### src/rtl/fixed_point_alu_accel_bridge_if.sv
// rtl/fixed_point_alu_accel_bridge_if.sv - accel word stream and ALU handshake bundle
interface fixed_point_alu_accel_bridge_if #(
  parameter int ACCEL_WIDTH  = 16,
  parameter int OP_WIDTH     = 3,
  parameter int NUMBER_WIDTH = 32
);
  logic                    accel_can_read;
  logic                    accel_can_write;
  logic                    accel_read_enable;
  logic                    accel_write_enable;
  logic [ACCEL_WIDTH-1:0]  accel_read_data;
  logic [ACCEL_WIDTH-1:0]  accel_write_data;
  logic                    alu_start;
  logic                    alu_done;
  logic [OP_WIDTH-1:0]     alu_op;
  logic [NUMBER_WIDTH-1:0] alu_a;
  logic [NUMBER_WIDTH-1:0] alu_b;
  logic [NUMBER_WIDTH-1:0] alu_result;
  logic                    timed_out;

  modport slave (
    output accel_can_read, accel_can_write, accel_read_data,
           alu_start, alu_op, alu_a, alu_b, timed_out,
    input  accel_read_enable, accel_write_enable, accel_write_data,
           alu_done, alu_result
  );

  modport master (
    input  accel_can_read, accel_can_write, accel_read_data,
           alu_start, alu_op, alu_a, alu_b, timed_out,
    output accel_read_enable, accel_write_enable, accel_write_data,
           alu_done, alu_result
  );
endinterface

### src/rtl/fixed_point_alu_accel_bridge.sv
// rtl/fixed_point_alu_accel_bridge.sv - multi-word accel stream to fixed-point ALU bridge with watchdog
// Optional status word before the result: FIXED_POINT_ALU_ACCEL_STATUS_EN
module fixed_point_alu_accel_bridge #(
  parameter int INTEGER_PART_WIDTH    = 16,
  parameter int FRACTIONAL_PART_WIDTH = 16,
  parameter int ACCEL_WIDTH           = 16,
  parameter int OP_WIDTH              = 3,
  parameter int TIMEOUT_CYCLES        = 1024
) (
  input logic                            clk,
  input logic                            rst,
  fixed_point_alu_accel_bridge_if.slave  bus
);
  localparam int NW    = INTEGER_PART_WIDTH + FRACTIONAL_PART_WIDTH;
  localparam int WORDS = (NW + ACCEL_WIDTH - 1) / ACCEL_WIDTH;
  localparam int PW    = WORDS * ACCEL_WIDTH;
  localparam int CW    = (WORDS <= 4) ? 2 : $clog2(WORDS);
  localparam int DW    = (TIMEOUT_CYCLES < 2) ? 1 : $clog2(TIMEOUT_CYCLES);
  localparam logic [CW-1:0] W_LAST  = CW'(WORDS - 1);
  localparam logic [DW-1:0] WD_LAST = DW'((TIMEOUT_CYCLES == 0) ? 0 : TIMEOUT_CYCLES - 1);

  localparam logic [2:0] S_READ_OP   = 3'd0;
  localparam logic [2:0] S_READ_A    = 3'd1;
  localparam logic [2:0] S_READ_B    = 3'd2;
  localparam logic [2:0] S_ALU_START = 3'd3;
  localparam logic [2:0] S_WORK      = 3'd4;
  localparam logic [2:0] S_RETURN    = 3'd5;
`ifdef FIXED_POINT_ALU_ACCEL_STATUS_EN
  localparam logic [2:0] S_STATUS    = 3'd6;
  localparam logic [2:0] S_AFTER_ALU = S_STATUS;
  localparam int SW = ACCEL_WIDTH - OP_WIDTH - 1;
  logic [SW-1:0] seq_q, seq_d;
`else
  localparam logic [2:0] S_AFTER_ALU = S_RETURN;
`endif

  logic [2:0]          state_q, state_d;
  logic [CW-1:0]       wcnt_q, wcnt_d;
  logic [DW-1:0]       wd_q, wd_d;
  logic [OP_WIDTH-1:0] op_q, op_d;
  logic [NW-1:0]       a_q, a_d, b_q, b_d, res_q, res_d;
  logic                to_q, to_d;
  logic signed [PW-1:0] res_ext;

  always_ff @(posedge clk or posedge rst) begin
    if (rst) begin
      state_q <= S_READ_OP;
      wcnt_q  <= '0;
      wd_q    <= '0;
      op_q    <= '0;
      a_q     <= '0;
      b_q     <= '0;
      res_q   <= '0;
      to_q    <= 1'b0;
`ifdef FIXED_POINT_ALU_ACCEL_STATUS_EN
      seq_q   <= '0;
`endif
    end else begin
      state_q <= state_d;
      wcnt_q  <= wcnt_d;
      wd_q    <= wd_d;
      op_q    <= op_d;
      a_q     <= a_d;
      b_q     <= b_d;
      res_q   <= res_d;
      to_q    <= to_d;
`ifdef FIXED_POINT_ALU_ACCEL_STATUS_EN
      seq_q   <= seq_d;
`endif
    end
  end

  // Operands shift in MS word first; after WORDS words the left pad has fallen off the top.
  always_comb begin
    state_d = state_q;
    wcnt_d  = wcnt_q;
    wd_d    = wd_q;
    op_d    = op_q;
    a_d     = a_q;
    b_d     = b_q;
    res_d   = res_q;
    to_d    = to_q;
`ifdef FIXED_POINT_ALU_ACCEL_STATUS_EN
    seq_d   = seq_q;
`endif
    case (state_q)
      S_READ_OP: if (bus.accel_write_enable) begin
        op_d    = bus.accel_write_data[OP_WIDTH-1:0];
        to_d    = 1'b0;
        wcnt_d  = '0;
        state_d = S_READ_A;
      end
      S_READ_A, S_READ_B: if (bus.accel_write_enable) begin
        if (state_q == S_READ_A) a_d = NW'({a_q, bus.accel_write_data});
        else                     b_d = NW'({b_q, bus.accel_write_data});
        if (wcnt_q == W_LAST) begin
          wcnt_d  = '0;
          state_d = (state_q == S_READ_A) ? S_READ_B : S_ALU_START;
        end else begin
          wcnt_d = wcnt_q + 1'b1;
        end
      end
      S_ALU_START: begin
        wd_d    = '0;
        state_d = S_WORK;
      end
      S_WORK: begin
        wd_d = wd_q + 1'b1;
        if (bus.alu_done) begin
          res_d   = bus.alu_result;
          state_d = S_AFTER_ALU;
        end else if (TIMEOUT_CYCLES != 0 && wd_q == WD_LAST) begin
          res_d   = '1;
          to_d    = 1'b1;
          state_d = S_AFTER_ALU;
        end
      end
`ifdef FIXED_POINT_ALU_ACCEL_STATUS_EN
      S_STATUS: if (bus.accel_read_enable) state_d = S_RETURN;
`endif
      S_RETURN: if (bus.accel_read_enable) begin
        if (wcnt_q == W_LAST) begin
          wcnt_d  = '0;
          state_d = S_READ_OP;
`ifdef FIXED_POINT_ALU_ACCEL_STATUS_EN
          seq_d   = seq_q + 1'b1;
`endif
        end else begin
          wcnt_d = wcnt_q + 1'b1;
        end
      end
      default: state_d = S_READ_OP;
    endcase
  end

  assign res_ext = PW'($signed(res_q));

  always_comb begin
    bus.accel_read_data = '0;
    if (state_q == S_RETURN)
      bus.accel_read_data = ACCEL_WIDTH'(res_ext >> (ACCEL_WIDTH * (WORDS - 1 - int'(wcnt_q))));
`ifdef FIXED_POINT_ALU_ACCEL_STATUS_EN
    if (state_q == S_STATUS)
      bus.accel_read_data = {seq_q, op_q, to_q};
`endif
  end

`ifdef FIXED_POINT_ALU_ACCEL_STATUS_EN
  assign bus.accel_can_read = (state_q == S_RETURN) || (state_q == S_STATUS);
`else
  assign bus.accel_can_read = (state_q == S_RETURN);
`endif
  assign bus.accel_can_write = (state_q == S_READ_OP) || (state_q == S_READ_A) ||
                               (state_q == S_READ_B);
  assign bus.alu_start = (state_q == S_ALU_START);
  assign bus.alu_op    = op_q;
  assign bus.alu_a     = a_q;
  assign bus.alu_b     = b_q;
  assign bus.timed_out = to_q;
endmodule

### src/flat_wrapper.sv
// flat-port wrapper written by rule: the top's interface ports become plain ports
module fixed_point_alu_accel_bridge_flat 
#(
  parameter int INTEGER_PART_WIDTH    = 16,
  parameter int FRACTIONAL_PART_WIDTH = 16,
  parameter int ACCEL_WIDTH           = 16,
  parameter int OP_WIDTH              = 3,
  parameter int TIMEOUT_CYCLES        = 1024
)
  (clk, rst, bus_accel_can_read, bus_accel_can_write, bus_accel_read_data, bus_alu_start, bus_alu_op, bus_alu_a, bus_alu_b, bus_timed_out, bus_accel_read_enable, bus_accel_write_enable, bus_accel_write_data, bus_alu_done, bus_alu_result);
  fixed_point_alu_accel_bridge_if #(.ACCEL_WIDTH(ACCEL_WIDTH), .OP_WIDTH(OP_WIDTH), .NUMBER_WIDTH(32)) bus_i ();
  input logic clk;
  input logic rst;
  output wire logic [$bits(bus_i.accel_can_read)-1:0] bus_accel_can_read;
  output wire logic [$bits(bus_i.accel_can_write)-1:0] bus_accel_can_write;
  output wire logic [$bits(bus_i.accel_read_data)-1:0] bus_accel_read_data;
  output wire logic [$bits(bus_i.alu_start)-1:0] bus_alu_start;
  output wire logic [$bits(bus_i.alu_op)-1:0] bus_alu_op;
  output wire logic [$bits(bus_i.alu_a)-1:0] bus_alu_a;
  output wire logic [$bits(bus_i.alu_b)-1:0] bus_alu_b;
  output wire logic [$bits(bus_i.timed_out)-1:0] bus_timed_out;
  input wire logic [$bits(bus_i.accel_read_enable)-1:0] bus_accel_read_enable;
  input wire logic [$bits(bus_i.accel_write_enable)-1:0] bus_accel_write_enable;
  input wire logic [$bits(bus_i.accel_write_data)-1:0] bus_accel_write_data;
  input wire logic [$bits(bus_i.alu_done)-1:0] bus_alu_done;
  input wire logic [$bits(bus_i.alu_result)-1:0] bus_alu_result;
  assign bus_accel_can_read = bus_i.accel_can_read;
  assign bus_accel_can_write = bus_i.accel_can_write;
  assign bus_accel_read_data = bus_i.accel_read_data;
  assign bus_alu_start = bus_i.alu_start;
  assign bus_alu_op = bus_i.alu_op;
  assign bus_alu_a = bus_i.alu_a;
  assign bus_alu_b = bus_i.alu_b;
  assign bus_timed_out = bus_i.timed_out;
  assign bus_i.accel_read_enable = bus_accel_read_enable;
  assign bus_i.accel_write_enable = bus_accel_write_enable;
  assign bus_i.accel_write_data = bus_accel_write_data;
  assign bus_i.alu_done = bus_alu_done;
  assign bus_i.alu_result = bus_alu_result;
  fixed_point_alu_accel_bridge #(.INTEGER_PART_WIDTH(INTEGER_PART_WIDTH), .FRACTIONAL_PART_WIDTH(FRACTIONAL_PART_WIDTH), .ACCEL_WIDTH(ACCEL_WIDTH), .OP_WIDTH(OP_WIDTH), .TIMEOUT_CYCLES(TIMEOUT_CYCLES)) u_core (.clk(clk), .rst(rst), .bus(bus_i));
endmodule
### config.mk
export PLATFORM = sky130hd
export DESIGN_NAME = fixed_point_alu_accel_bridge_flat
export DESIGN_NICKNAME = d
export VERILOG_FILES = /design/src/rtl/fixed_point_alu_accel_bridge_if.sv /design/src/rtl/fixed_point_alu_accel_bridge.sv /design/src/flat_wrapper.sv
export SDC_FILE = /design/constraint.sdc
export NUM_CORES = 1
export LEC_CHECK = 0
export CORE_MARGIN = 2
export CORE_UTILIZATION = 45
export DETAILED_ROUTE_END_ITERATION = 7
export PLACE_DENSITY = 0.76
export SYNTH_ARGS = -nofsm -noshare
export SYNTH_HDL_FRONTEND = slang
export SYNTH_SLANG_ARGS = --single-unit
export TNS_END_PERCENT = 20
### constraint.sdc
create_clock -name clk -period 9.3 [get_ports clk]
set_input_delay 0.93 -clock clk [delete_from_list [all_inputs] [get_ports clk]]
set_output_delay 0.93 -clock clk [all_outputs]
set_load 0.02 [all_outputs]
After elaboration in Yosys (flattened, before gate mapping)
Index checks and enable logic that the tools add are counted.

storage, ports and cells
  input bits = 53
  output and inout port bits = 87
  logic and storage cells = 65
  register bits after elaboration = 115

operators by class
  bitwise gates (word level) = 1
  reduce and logical (&&, ||, !) cells = 15
  add/subtract/negate cells = 3
  eq/ne operators = 15
  multiplexer cells = 22
  shift-type cells = 1

operators by type and width
  cell                   count
  $mux 32                2
  $shr 32x32->16         1
  $mux 3                 7
  $pmux 10 s2            1
  $mux 16                1
  $pmux 3 s5             1
  $add 10x1->10 const B  1
  $eq 10x10->1 const B   1
  $mux 2                 4
  $ne 2x1->1 const B     4
  $reduce_and 4->1       2
  $eq 3x2->1 const B     2
  $eq 3x3->1 const B     2
  $ne 2x2->1 const B     3
  $pmux 2 s3             1
  $reduce_and 3->1       2
  $reduce_and 6->1       1
  $reduce_bool 2->1      3
  $mux 1                 4
  $reduce_and 2->1       2
  $eq 3x1->1 const B     1
  $logic_not 3->1        1
  $ne 3x2->1 const B     1
  $reduce_bool 3->1      1
  7 further kinds        8

Longest topological paths before layout
Gate-level depths: netlist of the first run.

  depth after elaboration = 5
  mapped depth = 7
  mapped depth without buffers = 5

Worst setup path before layout of the first run
No wires, ideal clock.

  path kind = reg2out
  start = reg u_core.state_q[0]
  end = out bus_accel_read_data[10]
  path buffers = 2
  arrival = 1.319 ns
  setup slack = 7.051 ns
  required time = 8.370 ns
  cell stages (with the launch flop) = 6
  cells stage by stage = dfrtp_1 buf_6 nor2b_1 nand3_1 clkbuf_1 nor2_1

between the ends
  longest elaborated chain between the ends = 2

RTL lines
  what                      RTL line                             RTL
  start: declaration        fixed_point_alu_accel_bridge.sv:37   logic [2:0] state_q, state_d;
  start signal: assignment  fixed_point_alu_accel_bridge.sv:59   state_q <= state_d;
  $eq 3x3->1                fixed_point_alu_accel_bridge.sv:140  if (state_q == S_RETURN)
  $mux 16                   fixed_point_alu_accel_bridge.sv:140
  end: declaration          flat_wrapper.sv:16                   output wire logic [$bits(bus_i.accel_read_data)-1:0] bus_accel_read_data;

Every way passes these cells.

Worst setup path after layout of the first run
  start = reg u_core.state_q[0]
  end = out bus_accel_read_data[4]

Same word-level chain as after synthesis.

==> results.ini, run 1 <==
[route]
wire_per_inst_um = 15.8
postRouteAntennaNets = 0
drtPass1Iterations = 4
drt_wl_total_um = 11200
drt_iter0_drc = 228
drt_drc_violations_left = 0
vias = 3592
via_per_inst = 5.08

[die]
num_rows = 38
ios = 140
fp.dieArea_um2 = 11700
die_x_um = 108
coreArea_um2 = 10700
initial_core_util = 0.456
dieHeight_um = 108

[worst_setup_path]
crit_path_max_fanout = 18
critical_path_required_ns = 8.37
cp-start-kind = register
max_stage_delay_ns = 0.65
crit_chain = nor2b_1, nand3_1, nor2_1, clkdlybuf4s50_1
worstSetupEndpointType = primary output
worstSetupPathType = reg -> out
timing.rr.start = u_core.state_q[0]
slowest_stage = dfrtp_1
reg2regPathDepth = 4
rr_endpoint = u_core.res_ext[22]
critical_path_arrival_ns = 2.84
r2r_setup_slack_ns = 6.84

[timing]
drv_slew = 0
final.setup.tns_ns = 0
setup-violations-final = 0
fmax_mhz = 265
final_hold_viol_count = 0
fin_crit_sh = 0.406
tightest_slew_ns = 1.08
clock_skew_ns = 0.0108
max_slew_margin = 0.281
whs_ns = 0.503
min_period_ns = 3.77
rsz0062_at_grt = false

[power]
max-vdd-ir-drop_mv = 0.216
p_int_mw = 1.65
power_density_nw_per_um2 = 361
power_switching_share = 0.341
p_clk_frac = 0.258
seqPwrFrac = 0.348
leakage_nw = 2.93
p_comb_frac = 0.393
p_sw_mw = 0.854
power_mw = 2.51

[clock_network]
cts-hold-fix-buffers = 0
ctsResizeCount = 0
cts_buffers = 17
clk_latency_ns = 0.51
cts_sinks = 115
cts_tree = done
cts.path.max_buffers = 2
root_buffer = clkbuf_8
htreeDepth = 4
cts.reportedPaths.clkPinSlew_ns = 0.05
cts_setup_buffers = 0

[finish]
nets = 608
areaGrowthSynthToFinish_pct = 42.4
stdcell_count = 707
fillers = 827
final_util = 0.649
regArea_um2 = 2880
layout-drive-gt1-share = 0.185
multi_input_area_um2 = 1860
diodes = 0

[status]
status = complete, no violations

[yosys]
synth_nets = 472
ys_types = 35
async_flop_share = 1.00
yosysSeqAreaShare = 0.590
ys_seq_elements = 115
ys_top_cells_by_area = dfrtp_1, mux2_2, nor2_1
ys_warn_count = 0
syn_inst = 418
synth_edf_count = 0
synth_top_area_frac = 0.590
yosys.area.top_type = dfrtp_1
synth_area_um2 = 4880
ys.flop_type = dfrtp_1
avgSynthCellArea_um2 = 11.7

[hold_path]
hold_class = reg -> reg
holdCritStartpoint = u_core.bus.alu_a[17]
worstHoldEndpoint = u_core.bus.alu_a[17]
whs_path_depth = 1

[grt]
antenna_found_initial = 0
track_usage = 0.203
grt_pass1_vias = 3757
grt-ovfl-total = 0
grt_max_degree = 73
grt_pass1_wl_um = 18300

[placement]
place_inst = 675
place.gp.congestion = 0.749
port_buffers = 139
dp_hpwl_um = 7370

[flow_run]
maxCapViolCount = 0

-- registers in the layout (all words and copies together) (netlist names) --
signal / cells
u_core.res_ext: 32
u_core.bus.alu_op: 3
u_core.bus.timed_out: 1
u_core.state_q: 3
u_core.wd_q: 10
u_core.bus.alu_b: 32
u_core.bus.alu_a: 32
u_core.wcnt_q: 2
-- cell type report --
class                           instances  share of cell area
Clock buffer                           20              0.0641
Clock inverter                         12              0.0225
Inverter                                6             0.00360
Multi-Input combinational cell        273               0.268
Sequential cell                       115               0.414
Tap cell                              140              0.0252
Timing Repair Buffer                  141               0.202
-- worst max path at each step --
stage / from / end / slack, ns / depth (start not counted)
floorplan: rst / u_core.bus.alu_a[0] / 5.33 / 1
global placement: u_core.state_q[0] / bus_accel_read_data[7] / 6.23 / 4
detailed placement: u_core.state_q[0] / bus_accel_read_data[4] / 6.08 / 4
CTS: u_core.state_q[0] / bus_accel_read_data[4] / 5.53 / 4
global route: u_core.state_q[0] / bus_accel_read_data[13] / 5.30 / 4
finish: u_core.state_q[0] / bus_accel_read_data[4] / 5.53 / 4
-- per-layer routing --
layer	track usage	part of all wire
met1	0.256	0.43
met2	0.308	0.45
met3	0.100	0.11
met4	0.0668	0.0096
met5	0	0
-- power groups by stage --
stage	clock network (mW)	registers, mW	logic, mW
final	0.648	0.874	0.986
after global routing	0.685	0.911	1.06
after CTS	0.660	0.876	0.996
after detailed placement	0	0.881	0.988
after global placement	0	0.866	0.972
after floorplan	0	0.992	0.441
-- critical path: cells and delay by family, from the launching register on --
family	cells	cell delay (ns)
AND/OR/NAND/NOR	3	1.06
flip-flops	1	0.65
buffers and inverters	1	0.64
-- cell usage after synthesis (all sizes together), types with 2 or more instances --
library cell    n
dfrtp         115
nor2           90
mux2           67
a21oi          39
mux2i          19
buf            14
clkbuf         10
nand2          10
o21ai           9
inv             6
nand2b          5
nor3            5
nand3           4
nand4           3
a31oi           2
o211ai          2
o31ai           2
-- metrics by stage --
| stage | setup slack, ns | area [um^2] |
|---|---|---|
| 2_1_floorplan | 5.33 | 4880 |
| 3_3_place_gp | 6.23 | 6340 |
| 6_report | 5.53 | 6950 |
| 5_1_grt | 5.30 | 6950 |
| 3_5_place_dp | 6.08 | 6340 |
| 4_1_cts | 5.53 | 6950 |
-- cell families after synthesis --
family                   Yosys count  synth area share
multiplexers                      86             0.194
AO/OA/AOI/OAI                     61            0.0698
adder cells (fa/ha/maj)            2           0.00462
AND/OR/NAND/NOR                  124             0.110
flip-flops                       115             0.590
buffers and inverters             30            0.0326
-- cell usage in the layout, fill, tap and decap left out, drive strengths merged, types with 2 or more instances in the layout --
master	n
clkdlybuf4s50	139
dfrtp	115
nor2	90
mux2	67
a21oi	39
clkbuf	20
mux2i	19
nand2	10
o21ai	9
inv	6
nand2b	5
nor3	5
clkinv	5
nand3	4
clkinvlp	4
nand4	3
bufinv	3
o211ai	2
o31ai	2
a31oi	2
buf	2
Power figures use the tool's default switching activity.
==> run 2, diff against run 1 <==
- clock period: 9.3 -> 3.8 ns (I/O delays scaled with it)
==> results.ini, run 2 (synthesized netlist as in run 1, its figures left out) <==
[status]
status = complete, no violations

[timing]
final.setup.tns_ns = 0  ; unchanged
fin_crit_sh = 0.826
max_slew_margin = 0.292  ; +0.0116
tightest_slew_ns = 1.06  ; -0.0212 ns
drv_slew = 0  ; unchanged
clock_skew_ns = 0.00834  ; -0.00248 ns
final_hold_viol_count = 0  ; unchanged
fmax_mhz = 319
setup-violations-final = 0  ; unchanged
min_period_ns = 3.14
rsz0062_at_grt = false

[grt]
grt_pass1_vias = 3681  ; -2.0%
grt_max_degree = 65  ; -11%
track_usage = 0.199  ; -0.00417
grt-ovfl-total = 0  ; unchanged
grt_pass1_wl_um = 17800  ; -2.8%
antenna_found_initial = 0  ; unchanged

[worst_setup_path]
timing.rr.start = u_core.state_q[0]
worstSetupEndpointType = primary output
crit_path_start = u_core.state_q[0]
cp-start-kind = register
worstSetupPathType = reg -> out
critical_path_arrival_ns = 2.76  ; -0.08 ns
critical_path_required_ns = 3.42  ; -4.95 ns
crit_path_max_fanout = 18  ; unchanged

[placement]
place.gp.congestion = 0.740  ; -1.3%
placed_area_um2 = 6360  ; +0.24%
port_buffers = 139  ; unchanged
dp_hpwl_um = 7480  ; +1.4%

[clock_network]
cts.path.max_buffers = 2  ; unchanged
clk_latency_ns = 0.51  ; about the same
cts_buffers = 17  ; unchanged
cts.reportedPaths.clkPinSlew_ns = 0.05  ; about the same
cts-hold-fix-buffers = 0  ; unchanged
htreeDepth = 4  ; unchanged
root_buffer = clkbuf_8
ctsResizeCount = 0  ; unchanged
cts_sinks = 115  ; unchanged
cts_tree = done
cts_setup_buffers = 0  ; unchanged

[power]
max-vdd-ir-drop_mv = 0.585  ; +170%
leakage_nw = 2.91  ; -0.69%
power_density_nw_per_um2 = 865  ; +140%

[finish]
fin_area_um2 = 6880  ; -0.95%
final_cell_mix = clkdlybuf4s50_1, dfrtp_1, nor2_1
final_common_cell = clkdlybuf4s50_1
final_util = 0.643  ; -0.00620
areaGrowthSynthToFinish_pct = 41.0
diodes = 0  ; unchanged
nets = 610  ; +0.33%
layout-drive-gt1-share = 0.176  ; -0.00913

[route]
vias = 3588  ; -0.11%
wire_per_inst_um = 15.7  ; -0.69%
drt_drc_violations_left = 0  ; unchanged
via_per_inst = 5.07  ; -0.25%
drt_iter0_drc = 164  ; -28%
drt_wl_total_um = 11100  ; -0.54%
drtPass1Iterations = 4  ; unchanged
postRouteAntennaNets = 0  ; unchanged

[die]
fp.dieArea_um2 = 11700  ; unchanged
coreArea_um2 = 10700  ; unchanged
ios = 140  ; unchanged
dieHeight_um = 108  ; unchanged
die_x_um = 108  ; unchanged
num_rows = 38  ; unchanged
initial_core_util = 0.456  ; unchanged

[flow_run]
maxCapViolCount = 0  ; unchanged

[hold_path]
hold_class = in -> async

run 2: cell count changes in the layout (fill, tap and decap cells not counted):
| cell | previous run | this run |
|---|---|---|
| clkinv_2 | 2 | 3 |
| clkinvlp_4 | 4 | 1 |
| buf_4 | 2 | 4 |
| clkinv_4 | 3 | 0 |
| clkbuf_1 | 1 | 7 |
| bufinv_16 | 3 | 1 |
run 2: worst paths after layout:
| path | endpoint | slack, ns | depth (start not counted) |
|---|---|---|---|
| hold reg to reg | u_core.bus.alu_a[24] | 0.50 | 1 |
| hold / removal | u_core.bus.alu_b[23] | 0.38 | 2 |
| min in group clk | u_core.res_ext[19] | 0.45 | 3 |
| max in group asynchronous | u_core.wd_q[2] | 2.56 | 3 |
| setup reg to reg | u_core.res_ext[5] | 1.25 | 4 |
| setup / recovery | bus_accel_read_data[3] | 0.66 | 4 |
run 2: worst max-delay path, cell delays in order (launching register included):
cell             delay, ns
dfrtp_1               0.63
nor2b_1               0.24
nand3_1               0.48
nor2_1                0.27
clkdlybuf4s50_1       0.63
run 2: layout make-up:
type | count | area [um^2]
clock buffers | 26 | 468
flip-flops and latches | 115 | 2880
repair buffers | 143 | 1420
clock inverters | 5 | 52.6
multi-input cells | 273 | 1860
inverters | 6 | 25.0
well taps | 140 | 175
fillers | 824 | 3820
run 2: layer usage:
metal / global-route usage / part of all wire / up-vias
li1: - / - / 1718
met1: 0.246 / 0.42 / 1727
met2: 0.305 / 0.46 / 134
met3: 0.106 / 0.11 / 9
met4: 0.0568 / 0.0066 / 0
met5: 0 / 0 / -
run 2: per-stage QoR:
stage	instances	hold WS, ns	power, mW	worst slack [ns]
floorplan	418	0.453	3.51	0.376
global placement	677	0.472	4.50	1.29
CTS	708	0.389	6.02	0.617
detailed placement	677	0.495	4.58	1.16
finish	708	0.376	5.95	0.661
global route	708	0.435	6.31	0.398
run 2: report_power, final:
group	switching [mW]	internal (mW)
Clock	0.508	0.893
Sequential	0.358	1.75
Combinational	1.17	1.27
==> run 3, diff against run 2 <==
- CORE_UTILIZATION: 45 -> 43
- clock period: 3.8 -> 2.6 ns (I/O delays scaled with it)
==> results.ini, run 3 (synthesized netlist as in run 1, its figures left out) <==
[placement]
port_buffers = 139  ; unchanged
placed_area_um2 = 6420  ; +0.92%
dp_hpwl_um = 7500  ; +0.19%
place_inst = 683  ; +0.89%
dp_slack_ns = 0.485  ; -0.671 ns
place.gp.congestion = 0.843  ; +14%

[finish]
layout-drive-gt1-share = 0.197  ; +0.0205
final_common_cell = clkdlybuf4s50_1
stdcell_count = 715  ; +0.99%
diodes = 0  ; unchanged
final_cell_mix = clkdlybuf4s50_1, dfrtp_1, nor2_1
areaGrowthSynthToFinish_pct = 43.2
final_util = 0.639  ; -0.00414
fin_area_um2 = 6990  ; +1.6%
nets = 616  ; +0.98%
fillers = 856  ; +3.9%

[worst_setup_path]
worstSetupEndpointType = primary output
worstSetupPathType = reg -> out
crit_path_max_fanout = 16  ; -2
reg2regPathDepth = 5  ; +1
slowest_stage = clkdlybuf4s50_1
critical_path_arrival_ns = 2.16  ; -0.60 ns
cp-start-kind = register
critical_path_required_ns = 2.34  ; -1.08 ns
max_stage_delay_ns = 0.64  ; about the same
crit_chain = nor2b_1, nand3_1, buf_4, nor2_1, clkdlybuf4s50_1

[grt]
grt_pass1_vias = 3787  ; +2.9%
grt_pass1_wl_um = 18900  ; +6.3%
grt-ovfl-total = 0  ; unchanged
antenna_found_initial = 0  ; unchanged
grt_max_degree = 116  ; +78%
track_usage = 0.191  ; -0.00819

[die]
coreArea_um2 = 10900  ; +2.2%
dieHeight_um = 111  ; +2.2%
initial_core_util = 0.446  ; -0.00991
ios = 140  ; unchanged
num_rows = 38  ; unchanged
fp.dieArea_um2 = 12200  ; +4.5%
die_x_um = 111  ; +2.2%

[timing]
min_period_ns = 2.42
fin_crit_sh = 0.929
final.setup.tns_ns = 0  ; unchanged
final_hold_viol_count = 0  ; unchanged
fmax_mhz = 414
max_slew_margin = 0.602  ; +0.310
tightest_slew_ns = 0.597  ; -0.461 ns
worst_slack_ns = 0.184  ; -0.477 ns
rsz0062_at_grt = false
clock_skew_ns = 0.00662  ; -0.00172 ns
setup-violations-final = 0  ; unchanged
whs_ns = 0.375  ; -0.000517 ns
drv_slew = 0  ; unchanged

[clock_network]
cts_tree = done
cts_buffers = 17  ; unchanged
cts.path.max_buffers = 2  ; unchanged
clk_latency_ns = 0.40  ; -0.11 ns
cts.reportedPaths.clkPinSlew_ns = 0.05  ; about the same
ctsResizeCount = 0  ; unchanged
cts-hold-fix-buffers = 0  ; unchanged
htreeDepth = 4  ; unchanged
root_buffer = clkbuf_16
cts_setup_buffers = 0  ; unchanged
cts_sinks = 115  ; unchanged

[route]
drt_drc_violations_left = 0  ; unchanged
wire_per_inst_um = 15.9  ; +1.3%
postRouteAntennaNets = 0  ; unchanged
drtPass1Iterations = 5  ; +1
via_per_inst = 5.14  ; +1.4%
drt_iter0_drc = 181  ; +10%
drt_wl_total_um = 11400  ; +2.3%
vias = 3675  ; +2.4%

[power]
power_density_nw_per_um2 = 1280  ; +48%
leakage_nw = 2.96  ; +1.8%
max-vdd-ir-drop_mv = 0.793  ; +36%
seqPwrFrac = 0.341  ; -0.013
power_switching_share = 0.346  ; +0.00304
p_clk_frac = 0.249  ; +0.014
p_int_mw = 5.86  ; +50%
p_sw_mw = 3.10  ; +52%
p_comb_frac = 0.410  ; about the same
power_mw = 8.95  ; +50%

[status]
status = complete, no violations

[hold_path]
hold_class = in -> async

[flow_run]
maxCapViolCount = 0  ; unchanged

## run 3: layout make-up
cell class	count	area, um^2	share of cell area
flip-flops and latches	115	2880	0.412
multi-input cells	273	1860	0.266
repair buffers	149	1480	0.212
clock buffers	19	433	0.0620
well taps	140	175	0.0251
clock inverters	13	135	0.0193
inverters	6	26.3	0.00376
## run 3: power groups by stage
stage	Combinational, mW	Sequential, mW	Clock [mW]
3_3_place_gp	3.61	3.03	0
4_1_cts	3.71	3.06	2.28
6_report	3.67	3.06	2.23
3_5_place_dp	3.68	3.08	0
2_1_floorplan	1.58	3.55	0
5_1_grt	3.94	3.17	2.36
## run 3: worst paths after layout
check                                   startpoint                     end  slack, ns
worst min-delay path                           rst       u_core.state_q[2]       0.38
worst max-delay path             u_core.state_q[1]  bus_accel_read_data[5]       0.18
worst max register to register   u_core.state_q[2]      u_core.res_ext[10]       0.53
max in group asynchronous                      rst       u_core.state_q[1]       1.74
worst min register to register      u_core.wd_q[9]          u_core.wd_q[9]       0.49
min in group clk                bus_alu_result[25]      u_core.res_ext[25]       0.43
## run 3: worst max-delay path, delay by kind of cell (launching register included)
family | cells | cell delay [ns]
flops | 1 | 0.50
buf+inv | 2 | 0.85
simple gates | 3 | 0.40
## run 3: routing by layer
metal | GRT usage | vias up | part of all wire
met5 | 0 | - | 0
met4 | 0.0633 | 0 | 0.017
met3 | 0.0895 | 18 | 0.098
met2 | 0.304 | 137 | 0.46
met1 | 0.230 | 1781 | 0.42
li1 | - | 1739 | -
